<file path="src/rtl/mux_display_scanner.sv">
// Time-multiplexed 4-digit common-anode 7-segment scanner with per-frame shadow capture and
// blanking dead time. Optional PWM brightness control enabled by defining DISP_BRIGHTNESS_EN.
module mux_display_scanner #(
    parameter int unsigned     DISP        = 8,
    parameter int unsigned     REFRESH_DIV = 100000,
    parameter int unsigned     CNT_W       = 17,
    parameter int unsigned     DEAD_CYCLES = 16,
    parameter logic [DISP-1:0] BLANK_SEG   = '0
) (
    input  logic            clk,
    input  logic            rst,
    input  logic            en,
`ifdef DISP_BRIGHTNESS_EN
    input  logic [3:0]      brightness,
`endif
    input  logic [DISP-1:0] seg_seconds_units,
    input  logic [DISP-1:0] seg_seconds_tens,
    input  logic [DISP-1:0] seg_minutes_units,
    input  logic [DISP-1:0] seg_minutes_tens,
    output logic [DISP-1:0] seg_out,
    output logic [3:0]      an_out,
    output logic            frame_done
);

    typedef enum logic [1:0] {StIdle, StDead, StShow} phase_e;

    phase_e                 phase;
    logic                   slot_end;
    logic                   wrap;
    logic                   lit;
    logic [CNT_W-1:0]       slot_cnt_d, slot_cnt_q;
    logic [1:0]             idx_d, idx_q;
    logic [3:0][DISP-1:0]   shadow_d, shadow_q;
    logic                   load_pending_d, load_pending_q;
    logic [DISP-1:0]        seg_d, seg_q;
    logic [3:0]             an_d, an_q;
    logic                   frame_done_d, frame_done_q;
`ifdef DISP_BRIGHTNESS_EN
    logic [3:0]             pwm_cnt_d, pwm_cnt_q;
    logic [3:0]             brightness_d, brightness_q;
`endif

    always_comb begin
        slot_cnt_d     = slot_cnt_q;
        idx_d          = idx_q;
        shadow_d       = shadow_q;
        load_pending_d = load_pending_q;
        seg_d          = BLANK_SEG;
        an_d           = 4'b1111;
        lit            = 1'b1;
`ifdef DISP_BRIGHTNESS_EN
        pwm_cnt_d      = pwm_cnt_q;
        brightness_d   = brightness_q;
        lit            = pwm_cnt_q < brightness_q;
`endif

        slot_end = slot_cnt_q == CNT_W'(REFRESH_DIV - 1);
        wrap     = en && slot_end && (idx_q == 2'd3);

        if (!en) begin
            phase = StIdle;
        end else if (slot_cnt_q < CNT_W'(DEAD_CYCLES)) begin
            phase = StDead;
        end else begin
            phase = StShow;
        end

        if (en) begin
            if (slot_end) begin
                slot_cnt_d = '0;
                idx_d      = idx_q + 2'd1;
            end else begin
                slot_cnt_d = slot_cnt_q + CNT_W'(1);
            end
`ifdef DISP_BRIGHTNESS_EN
            pwm_cnt_d = pwm_cnt_q + 4'd1;
`endif
            // Shadows only change at a frame wrap (or the first enabled cycle after reset).
            if (load_pending_q || wrap) begin
                shadow_d       = {seg_minutes_tens, seg_minutes_units,
                                  seg_seconds_tens, seg_seconds_units};
                load_pending_d = 1'b0;
`ifdef DISP_BRIGHTNESS_EN
                brightness_d   = brightness;
`endif
            end
        end

        frame_done_d = wrap;

        unique case (phase)
            StShow: begin
                if (lit) begin
                    seg_d = shadow_q[idx_q];
                    an_d  = ~(4'b0001 << idx_q);
                end
            end
            default: begin
            end
        endcase
    end

    always_ff @(posedge clk) begin
        if (!rst) begin
            slot_cnt_q     <= '0;
            idx_q          <= '0;
            shadow_q       <= {4{BLANK_SEG}};
            load_pending_q <= 1'b1;
            seg_q          <= BLANK_SEG;
            an_q           <= 4'b1111;
            frame_done_q   <= 1'b0;
`ifdef DISP_BRIGHTNESS_EN
            pwm_cnt_q      <= '0;
            brightness_q   <= 4'hF;
`endif
        end else begin
            slot_cnt_q     <= slot_cnt_d;
            idx_q          <= idx_d;
            shadow_q       <= shadow_d;
            load_pending_q <= load_pending_d;
            seg_q          <= seg_d;
            an_q           <= an_d;
            frame_done_q   <= frame_done_d;
`ifdef DISP_BRIGHTNESS_EN
            pwm_cnt_q      <= pwm_cnt_d;
            brightness_q   <= brightness_d;
`endif
        end
    end

    assign seg_out    = seg_q;
    assign an_out     = an_q;
    assign frame_done = frame_done_q;

endmodule
</file>
<file path="config.mk">
export PLATFORM = sky130hd
export DESIGN_NAME = mux_display_scanner
export DESIGN_NICKNAME = d
export VERILOG_FILES = /design/src/rtl/mux_display_scanner.sv
export SDC_FILE = /design/constraint.sdc
export NUM_CORES = 1
export LEC_CHECK = 0
export BUFFER_PORTS_ARGS = -buffer_cell sky130_fd_sc_hd__buf_2
export CAP_MARGIN = 15
export CELL_PAD_IN_SITES_DETAIL_PLACEMENT = 0
export CELL_PAD_IN_SITES_GLOBAL_PLACEMENT = 1
export CORE_ASPECT_RATIO = 1.1
export CORE_UTILIZATION = 35
export CTS_CLUSTER_DIAMETER = 80
export DETAILED_ROUTE_END_ITERATION = 8
export PLACE_DENSITY_LB_ADDON = 0.1
export SLEW_MARGIN = 20
export SYNTH_ARGS = -nofsm -noshare
export SYNTH_HDL_FRONTEND = slang
export SYNTH_SLANG_ARGS = --single-unit
</file>
<file path="constraint.sdc">
create_clock -name clk -period 3.3 [get_ports clk]
set_input_delay 0.99 -clock clk [delete_from_list [all_inputs] [get_ports clk]]
set_output_delay 0.99 -clock clk [all_outputs]
set_load 0.02 [all_outputs]
</file>
Word-level counts from Yosys, hierarchy flattened
Index checks and enable logic that the tools add are counted.
- input bits: 35
- output and inout bits: 13
- flip-flop bits (word level): 65
- word-level logic and storage cells: 30
- order comparisons: 2
- shift-type cells: 1
- mux-type cells: 5
- equality and inequality tests: 3
- add/sub/neg operators: 2
- reduce and logical (&&, ||, !) cells: 6
- bitwise gates (word level): 1
- operator list (kind ; number):
    adder 17 x 1 -> 17 bit, second input constant ; 1
    equality test 17 bit, second input constant ; 1
    less-than comparator 17 x 5 -> 1 bit, second input constant ; 1
    2-to-1 mux 17 bit ; 1
    binary-select mux 8 bit (select 2 bit) ; 1
    2-to-1 mux 8 bit ; 1
    AND reduction 2 bit ; 3
    equality test 2 bit, second input constant ; 2
    2-to-1 mux 2 bit ; 2
    NOT 4 bit ; 1
    << shifter 1 x 2 -> 4 bit, first input constant ; 1
    less-than comparator 2 x 3 -> 1 bit, second input constant ; 1
    adder 2 x 1 -> 2 bit, second input constant ; 1
    logical AND 1 bit ; 2
    logical OR 1 bit ; 1

Longest topological paths before layout
Gate-level depths: netlist (run 1).
- depth in word-level cells: 5
- depth in mapped cells: 7

Worst setup path before layout (run 1)
OpenSTA, ideal clock, no wires.
- kind: input to register
- start: input port en
- end: register slot_cnt_q[10]
- cell stages on the path: 7
- arrival time: 2069 ps
- path buffers: 3
- required time: 3185 ps
- setup slack: 1116 ps
- path through: buf_4 -> and3_1 -> buf_2 -> nand4_1 -> o21ai_2 -> buf_6 -> nor2_1
- RTL lines (item ; RTL line ; text):
    from (decl) ; 12 ; input logic en,
    to (signal assigned) ; 117 ; slot_cnt_q <= slot_cnt_d;
    to (decl) ; 31 ; logic [CNT_W-1:0] slot_cnt_d, slot_cnt_q;

Final worst setup path (run 1)
- start: input port en
- end: register shadow_q[28] (netlist name)
- word-level cells in the longest chain between the ends: 4
- RTL lines (item ; RTL line ; text):
    logical AND 1 bit (2 in series) ; 58 ; wrap = en && slot_end && (idx_q == 2'd3);
    logical OR 1 bit ; 79 ; if (load_pending_q || wrap) begin
    AND reduction 2 bit (no source line) * ; -- ;
    to (signal assigned) ; 107 ; shadow_q <= {4{BLANK_SEG}};
    to (signal assigned) ; 119 ; shadow_q <= shadow_d;
    to (decl) ; 33 ; logic [3:0][DISP-1:0] shadow_d, shadow_q;
Every way passes the cells marked *; elsewhere a longest branch is shown, timed or not.
A chain may end at the register's enable or synchronous reset.

==> flow_metrics.tcl, run 1 <==
set metrics [dict create \
    status "complete, no violations" \
    grtUsageTotal 0.155 \
    via_per_inst 4.68 \
    setup_slack_ns 1.20 \
    area_growth_pct 18.5 \
    die_w_um 88.0 \
    placed_area_mm2 0.00317 \
    syn_avg_cell_area_um2 9.59 \
    start_kind "primary input" \
    end_kind "flip-flop" \
    synth_edf_count 0 \
    setup_tns_ns 0 \
    cts-htree-levels 3 \
    finalNetCount 382 \
    core_area_mm2 0.00791 \
    worst_pin_slew_ns 0.564 \
    synth_area_leader_cell "dfxtp_1" \
    cp.required_ns 3.56 \
    synthTopCellsByArea "dfxtp_1 46%, mux2i_1 12%, nand2_1 10%, mux4_2 6.3%, xnor2_1 2.5%" \
    postCtsSetupBuffers 0 \
    hold_violations 0 \
    place_hpwl_um 3990 \
    overflow 0 \
    grt_pass1_vias 2111 \
    regArea_mm2 0.00130 \
    rsz0062_at_grt "false" \
    p_per_area_mw_per_mm2 487 \
    period_share 0.636 \
    ys_seq_elements 65 \
    firstDrtPassIters 4 \
    cts_num_sinks 65 \
    root_buffer "clkbuf_8" \
    syn_inst 297 \
    synth_top_area_frac 0.457 \
    fin_skew_ns 0.00664 \
    p_leak_nw 1.47 \
    die_area_mm2 0.00850 \
    die_y_um 96.6 \
    slew_headroom 0.624 \
    multiInputGateArea_mm2 0.00142 \
    cts_resized 0 \
    slew_violations 0 \
    synth-seq-area-share 0.457 \
    routabilityCongestion 0.732 \
    max-vdd-ir-drop_mv 0.154 \
    cp.arrival_ns 2.36 \
    final_util 0.426 \
    syn-num-nets 337 \
    drc 0 \
    cts_tree "yes" \
    nFillCells 855 \
    initial_core_util 0.360 \
    vias 2129 \
    worst-setup-path-type "in -> reg" \
    final-setup-viol-count 0 \
    cp_max_fo 32 \
    drive_gt1_frac 0.236 \
    cts_hold_buf 0 \
    drt-initial-drc-count 60 \
    num_antenna_cells 0 \
    slowest_stage "buf_4" \
    hold_path.class "reg -> reg" \
    async_reset_ff_frac 0 \
    regToRegSetupSlack_ns 1.45 \
    grt_start_max_net_pins 45 \
    rows 34 \
    fin_area_mm2 0.00337 \
    synth.distinct_cells 34 \
    cts_buffer_depth 2 \
    wl_um 5900 \
    fmax_ghz 0.476 \
    drv_cap 0 \
    wire_per_inst_um 13.0 \
    clk_pin_slew_ns 0.07 \
    cts_buffers 9 \
    synth_area_mm2 0.00285 \
    period_needed_ns 2.10 \
    place_ws_ns 0.833 \
    cp_slowest_stage_delay_ns 0.50 \
    postRouteAntennaNets 0 \
    synth_flop_cell "dfxtp_1" \
    path_cells "buf_2, nand3_1, nor3_4, a31oi_4, buf_4, mux2i_1" \
    io_pins 48 \
    port_buffers 47 \
    yosysWarnings 0 \
    clock_latency_ns 0.34 \
    grt_pass1_wl_um 9960 \
    antenna_found_initial 0 \
]
-- layout by cell type (no fill, tap or decap), types with 3 or more instances in the layout --
cell      count
nand2_1      76
dfxtp_1      65
buf_2        47
mux2i_1      33
nor2_1       17
clkbuf_8     12
and2_1        9
nand3_1       8
mux4_2        8
xnor2_1       8
inv_1         5
nor4_1        5
o21ai_0       5
a21oi_1       5
xor2_1        5
ha_1          5
buf_4         5
nand4_1       4
nor3_1        3
or3_1         3
-- routing by layer --
metal	GRT usage	part of all wire	up-vias
li1	-	-	1093
met1	0.188	0.46	1001
met2	0.249	0.49	28
met3	0.0495	0.038	7
met4	0.0681	0.016	0
met5	0	0	-
-- cells in the mapped netlist (2+ instances only) --
cell      instances
nand4_2           2
mux2i_1          33
o21ai_0           5
a21oi_1           5
nand4_1           4
xor2_1            5
ha_1              5
inv_1             5
or3_1             3
clkbuf_1          9
and3_1            2
nor4_1            5
buf_2             3
nand2_1          76
and4_1            2
nor2_1           17
mux4_2            8
nand3_1           8
xnor2_1           8
dfxtp_1          65
buf_6             4
nor3_1            3
and2_1            9
-- registers in the layout, indices dropped and copies added, names as in the netlist --
name / count
slot_cnt_q: 17
frame_done: 1
load_pending_q: 1
idx_q: 2
shadow_q: 32
an_out: 4
seg_out: 8
-- cell type report --
cell class              count  share of cell area
clock buffers              14              0.0512
clock inverters             2              0.0104
inverters                   5             0.00556
multi-input cells         208               0.420
flip-flops and latches     65               0.386
well taps                 108              0.0401
repair buffers             53              0.0868
-- stage by stage --
step | cells | hold slack [ns] | power [mW]
floorplan | 297 | 0.435 | 0.924
global placement | 439 | 0.442 | 0.959
detailed placement | 439 | 0.453 | 0.960
CTS | 455 | 0.464 | 1.67
global route | 455 | 0.480 | 1.72
finish | 455 | 0.459 | 1.64
-- critical path: cells and delay by family --
family | cells | cell delay [ns]
buf+inv | 2 | 0.66
simple gates | 2 | 0.28
mux | 1 | 0.26
compound gates | 1 | 0.17
-- logic make-up after synthesis --
logic type               Yosys count  synth area share
multiplexers                      41             0.179
XOR/XNOR                          13            0.0400
adder cells (fa/ha/maj)            5            0.0220
AND/OR/NAND/NOR                  135             0.224
AO/OA/AOI/OAI                     14            0.0330
flip-flops                        65             0.457
buffers and inverters             24            0.0453
-- report_power, final --
group | total [mW] | internal [mW] | switching, mW
combinational | 0.112 | 0.0563 | 0.0557
sequential | 0.827 | 0.813 | 0.0144
clock | 0.705 | 0.411 | 0.294
-- worst paths after layout --
path,from,endpoint,cells after the start
setup / recovery,en,shadow_q[28]$_SDFFE_PN0P_,6
hold / removal,shadow_q[26]$_SDFFE_PN0P_,shadow_q[26]$_SDFFE_PN0P_,2
setup reg to reg,slot_cnt_q[0]$_SDFFE_PN0P_,shadow_q[28]$_SDFFE_PN0P_,6
hold reg to reg,shadow_q[26]$_SDFFE_PN0P_,shadow_q[26]$_SDFFE_PN0P_,2
(Power assumes the default switching activity.)
==> run 2, diff against run 1 <==
- clock period: 3.3 -> 2.1 ns (I/O delays scaled with it)
==> run 2 against run 1 <==
  * Clock-buffer cell count down 3
  * Global-route usage down 0.31 points
  * Hold slack worse by 0.0015 ns
  * Clock power up 48%
  * Sequential share of layout area down 0.44 points
  * Total power up 54%
  * Critical path depth unchanged
  * Sequential cell count unchanged
  * Final cell count up 1.1%
  * Core utilization up 0.49 points
  * Sequential power up 57%
  * Highest routed layer unchanged
==> flow_metrics.tcl, run 2 (same netlist as run 1, synthesis figures left out) <==
set metrics [dict create \
    seqPwrFrac 0.515 \
    regMostFlops "shadow_q" \
    cts-htree-levels 3 \
    cts_buffers 9 \
    cts_hold_buf 0 \
    final_cell_mix "76 x nand2_1, 65 x dfxtp_1, 47 x buf_2" \
    multiInputGateArea_mm2 0.00142 \
    power_frac_clock 0.413 \
    antenna_found_initial 0 \
    grtUsageTotal 0.152 \
    routabilityCongestion 0.772 \
    drv_cap 0 \
    vias 2121 \
    finalNetCount 387 \
    area_growth_pct 19.8 \
    cts_num_sinks 65 \
    wire_per_inst_um 13.0 \
    p_int_mw 1.95 \
    io_pins 48 \
    hold_path.class "reg -> reg" \
    overflow 0 \
    place_ws_ns 0.278 \
    pwr-share-comb 0.073 \
    max-vdd-ir-drop_mv 0.232 \
    slowest_stage "dfxtp_1" \
    die_area_mm2 0.00850 \
    num_antenna_cells 0 \
    rr_endpoint "shadow_q[17]$_SDFFE_PN0P_" \
    drive_gt1_frac 0.250 \
    grt_start_max_net_pins 39 \
    postCtsSetupBuffers 0 \
    largest_register_ffs 32 \
    worstReg2RegStart "slot_cnt_q[0]$_SDFFE_PN0P_" \
    min_path_cells 2 \
    nFillCells 830 \
    period_needed_ns 1.68 \
    fin_hold_ws_ns 0.457 \
    cp.required_ns 2.31 \
    cp.arrival_ns 1.89 \
    cp_slowest_stage_delay_ns 0.39 \
    regToRegSetupSlack_ns 0.42 \
    start_kind "flip-flop" \
    firstDrtPassIters 4 \
    status "complete, no violations" \
    setup_slack_ns 0.421 \
    fin_skew_ns 0.0113 \
    period_share 0.800 \
    core_area_mm2 0.00791 \
    grt_pass1_wl_um 9830 \
    final-setup-viol-count 0 \
    postRouteAntennaNets 0 \
    p_leak_nw 1.48 \
    power_mw 2.53 \
    clk_pin_slew_ns 0.07 \
    cp_max_fo 32 \
    p_switching_mw 0.578 \
    clock_latency_ns 0.33 \
    swShare 0.229 \
    path_cells "ha_1, nand3_1, nor3_4, a31oi_4, buf_12, mux2i_1" \
    worstHoldStart "shadow_q[8]$_SDFFE_PN0P_" \
    worst-setup-path-type "reg -> reg" \
    layout_commonest_cell "nand2_1" \
    worstHoldEndpoint "shadow_q[8]$_SDFFE_PN0P_" \
    initial_core_util 0.360 \
    grt_pass1_vias 2124 \
    cts_buffer_depth 2 \
    fmax_ghz 0.596 \
    drc 0 \
    drt-initial-drc-count 71 \
    worst_pin_slew_ns 0.376 \
    regArea_mm2 0.00130 \
    slew_headroom 0.749 \
    via_per_inst 4.61 \
    cts_resized 0 \
    die_y_um 96.6 \
    end_kind "flip-flop" \
    r2r_cells 6 \
    rsz0062_at_grt "false" \
    setup_tns_ns 0 \
    port_buffers 47 \
    slew_violations 0 \
    place_hpwl_um 4130 \
    cts_tree "yes" \
    rows 34 \
    hold_violations 0 \
    p_per_area_mw_per_mm2 740 \
    wl_um 5990 \
    root_buffer "clkbuf_8" \
    die_w_um 88.0 \
]
run 2: cell count changes in the layout (fill, tap and decap cells not counted):
cell,before,now
clkinv_2,1,2
clkinvlp_4,0,2
buf_12,1,2
clkbuf_8,12,10
buf_4,5,9
clkbuf_1,2,1
run 2: power by group through the flow:
stage / Clock (mW) / Sequential [mW] / Combinational (mW)
after floorplan: 0 / 1.32 / 0.131
after global placement: 0 / 1.33 / 0.184
after detailed placement: 0 / 1.33 / 0.187
after CTS: 1.09 / 1.30 / 0.188
after global routing: 1.14 / 1.30 / 0.204
final: 1.04 / 1.30 / 0.183
run 2: how the worst max path moves through the flow:
stage | start | endpoint | slack [ns] | cells past startpoint
2_1_floorplan | en | slot_cnt_q[11]$_SDFFE_PN0P_ | 0.28 | 7
4_1_cts | slot_cnt_q[0]$_SDFFE_PN0P_ | shadow_q[27]$_SDFFE_PN0P_ | 0.41 | 6
6_report | slot_cnt_q[0]$_SDFFE_PN0P_ | shadow_q[17]$_SDFFE_PN0P_ | 0.42 | 6
5_1_grt | slot_cnt_q[0]$_SDFFE_PN0P_ | shadow_q[27]$_SDFFE_PN0P_ | 0.29 | 6
3_5_place_dp | en | shadow_q[0]$_SDFFE_PN0P_ | 0.28 | 6
3_3_place_gp | en | slot_cnt_q[15]$_SDFFE_PN0P_ | 0.30 | 6
run 2: per-stage QoR:
stage | std cells | area (um2) | utilization
global route | 460 | 3410 | 0.431
global placement | 444 | 3220 | 0.406
finish | 460 | 3410 | 0.431
detailed placement | 444 | 3220 | 0.406
CTS | 460 | 3410 | 0.431
floorplan | 297 | 2850 | -
run 2: area by class of cell:
class                           instances  area share
Multi-Input combinational cell        208       0.415
Timing Repair Buffer                   58       0.100
Inverter                                5     0.00550
Tap cell                              108      0.0396
Clock inverter                          5      0.0161
Clock buffer                           11      0.0414
Sequential cell                        65       0.381
run 2: worst max-delay path: cells and delay by family (launching register included):
family          cells  cell delay [ns]
flops               1             0.39
simple gates        2             0.47
compound gates      1             0.12
fa+ha+maj           1             0.22
mux                 1             0.14
buf+inv             1             0.21
run 2: layer usage:
metal / track usage / up-vias / part of all wire
li1: - / 1103 / -
met1: 0.182 / 975 / 0.47
met2: 0.255 / 35 / 0.49
met3: 0.0290 / 8 / 0.029
met4: 0.0769 / 0 / 0.018
met5: 0 / - / 0
==> run 3, diff against run 2 <==
- clock period: 2.1 -> 1.75 ns (I/O delays scaled with it)
==> run 3 against run 2 <==
  * Hold slack lost 0.041 ns
  * Sequential share of layout area shrank 0.99 points
  * Worst setup slack lost 0.29 ns
  * Combinational power grew 22%
  * Global-route usage grew 0.78 points
  * Via count grew 2.5%
  * Final cell count grew 1.5%
  * Sequential cell count is the same
  * Critical path depth shrank 1
  * Critical endpoint is now slot_cnt_q[16]$_SDFFE_PN0P_
  * Highest routed layer unchanged
==> flow_metrics.tcl, run 3 (same netlist as run 1, synthesis figures left out) <==
set metrics [dict create \
    p_per_area_mw_per_mm2 897 \
    final_cell_mix "76 x nand2_1, 65 x dfxtp_1, 47 x buf_2" \
    clock_latency_ns 0.34 \
    num_antenna_cells 0 \
    fin_area_mm2 0.00350 \
    hold_violations 0 \
    power_frac_clock 0.433 \
    grtUsageTotal 0.160 \
    io_pins 48 \
    worst-setup-path-type "reg -> reg" \
    hold_path.class "in -> reg" \
    end_kind "flip-flop" \
    antenna_found_initial 0 \
    max-vdd-ir-drop_mv 0.394 \
    p_int_mw 2.42 \
    cts_num_sinks 65 \
    via_per_inst 4.65 \
    drt-initial-drc-count 64 \
    p_switching_mw 0.721 \
    root_buffer "clkbuf_8" \
    fmax_ghz 0.618 \
    drive_gt1_frac 0.273 \
    period_share 0.925 \
    port_buffers 47 \
    slew_violations 0 \
    core_area_mm2 0.00791 \
    die_y_um 96.6 \
    die_w_um 88.0 \
    layout_commonest_cell "nand2_1" \
    drv_cap 0 \
    regMostFlops "shadow_q" \
    cp.arrival_ns 1.90 \
    final-setup-viol-count 0 \
    cts_buffer_depth 2 \
    period_needed_ns 1.62 \
    cts_tree "yes" \
    postCtsSetupBuffers 0 \
    p_leak_nw 1.53 \
    cts-htree-levels 3 \
    start_kind "flip-flop" \
    clk_pin_slew_ns 0.07 \
    drc 0 \
    fin_hold_ws_ns 0.416 \
    grt_pass1_vias 2291 \
    cts_buffers 9 \
    setup_tns_ns 0 \
    rows 34 \
    cts_resized 0 \
    grt_start_max_net_pins 69 \
    place_hpwl_um 4200 \
    cts_hold_buf 0 \
    wire_per_inst_um 12.8 \
    status "complete, no violations" \
    vias 2173 \
    area_growth_pct 23.0 \
    routabilityCongestion 0.687 \
    cp.required_ns 2.03 \
    wl_um 6000 \
    rsz0062_at_grt "false" \
    slew_headroom 0.782 \
    placed_area_mm2 0.00328 \
    largest_register_ffs 32 \
    swShare 0.230 \
    die_area_mm2 0.00850 \
    grt_pass1_wl_um 10300 \
    initial_core_util 0.360 \
    overflow 0 \
    firstDrtPassIters 4 \
    postRouteAntennaNets 0 \
    fin_skew_ns 0.00652 \
    cp_max_fo 4 \
    finalNetCount 394 \
    pwr-share-comb 0.071 \
    worst_pin_slew_ns 0.324 \
    seqPwrFrac 0.496 \
]
[run 3: power by group through the flow]
stage	clock network, mW	logic, mW	registers, mW
global placement	0	0.225	1.59
CTS	1.41	0.230	1.56
floorplan	0	0.157	1.59
finish	1.36	0.223	1.56
detailed placement	0	0.228	1.59
global route	1.47	0.250	1.57
[run 3: final timing paths]
path | to | slack (ns) | start | cells past startpoint
max | slot_cnt_q[16]$_SDFFE_PN0P_ | 0.13 | slot_cnt_q[0]$_SDFFE_PN0P_ | 5
min | shadow_q[7]$_SDFFE_PN0P_ | 0.42 | seg_seconds_units[7] | 3
max reg2reg | slot_cnt_q[16]$_SDFFE_PN0P_ | 0.13 | slot_cnt_q[0]$_SDFFE_PN0P_ | 5
min reg2reg | shadow_q[20]$_SDFFE_PN0P_ | 0.46 | shadow_q[20]$_SDFFE_PN0P_ | 2
[run 3: area by class of cell]
cell class / instances / area, um2
sequential: 65 / 1300
tap: 108 / 135
clock buffer: 12 / 165
fill: 817 / 4410
multi-input combinational: 208 / 1430
clock inverter: 4 / 50.0
inverter: 5 / 18.8
timing repair buffer: 65 / 408
[run 3: per-stage QoR]
step | cells | utilization | power [mW] | setup WS, ns
2_1_floorplan | 297 | - | 1.74 | 0.0313
3_3_place_gp | 451 | 0.415 | 1.82 | 0.0341
3_5_place_dp | 451 | 0.415 | 1.82 | 0.0221
4_1_cts | 467 | 0.442 | 3.20 | 0.0367
5_1_grt | 467 | 0.443 | 3.29 | 0.0170
6_report | 467 | 0.443 | 3.14 | 0.131
[run 3: layer usage]
layer,up-vias,global-route usage,wire [um]
met5,-,0,0
met4,0,0.0719,108
met3,8,0.0410,197
met2,32,0.269,2880
met1,1016,0.188,2810
li1,1117,-,-
[run 3: critical path: stages (launching register included)]
cell,delay (ns)
dfxtp_1,0.40
ha_1,0.21
and3_2,0.24
nand2_1,0.07
or4_1,0.49
a21oi_1,0.14
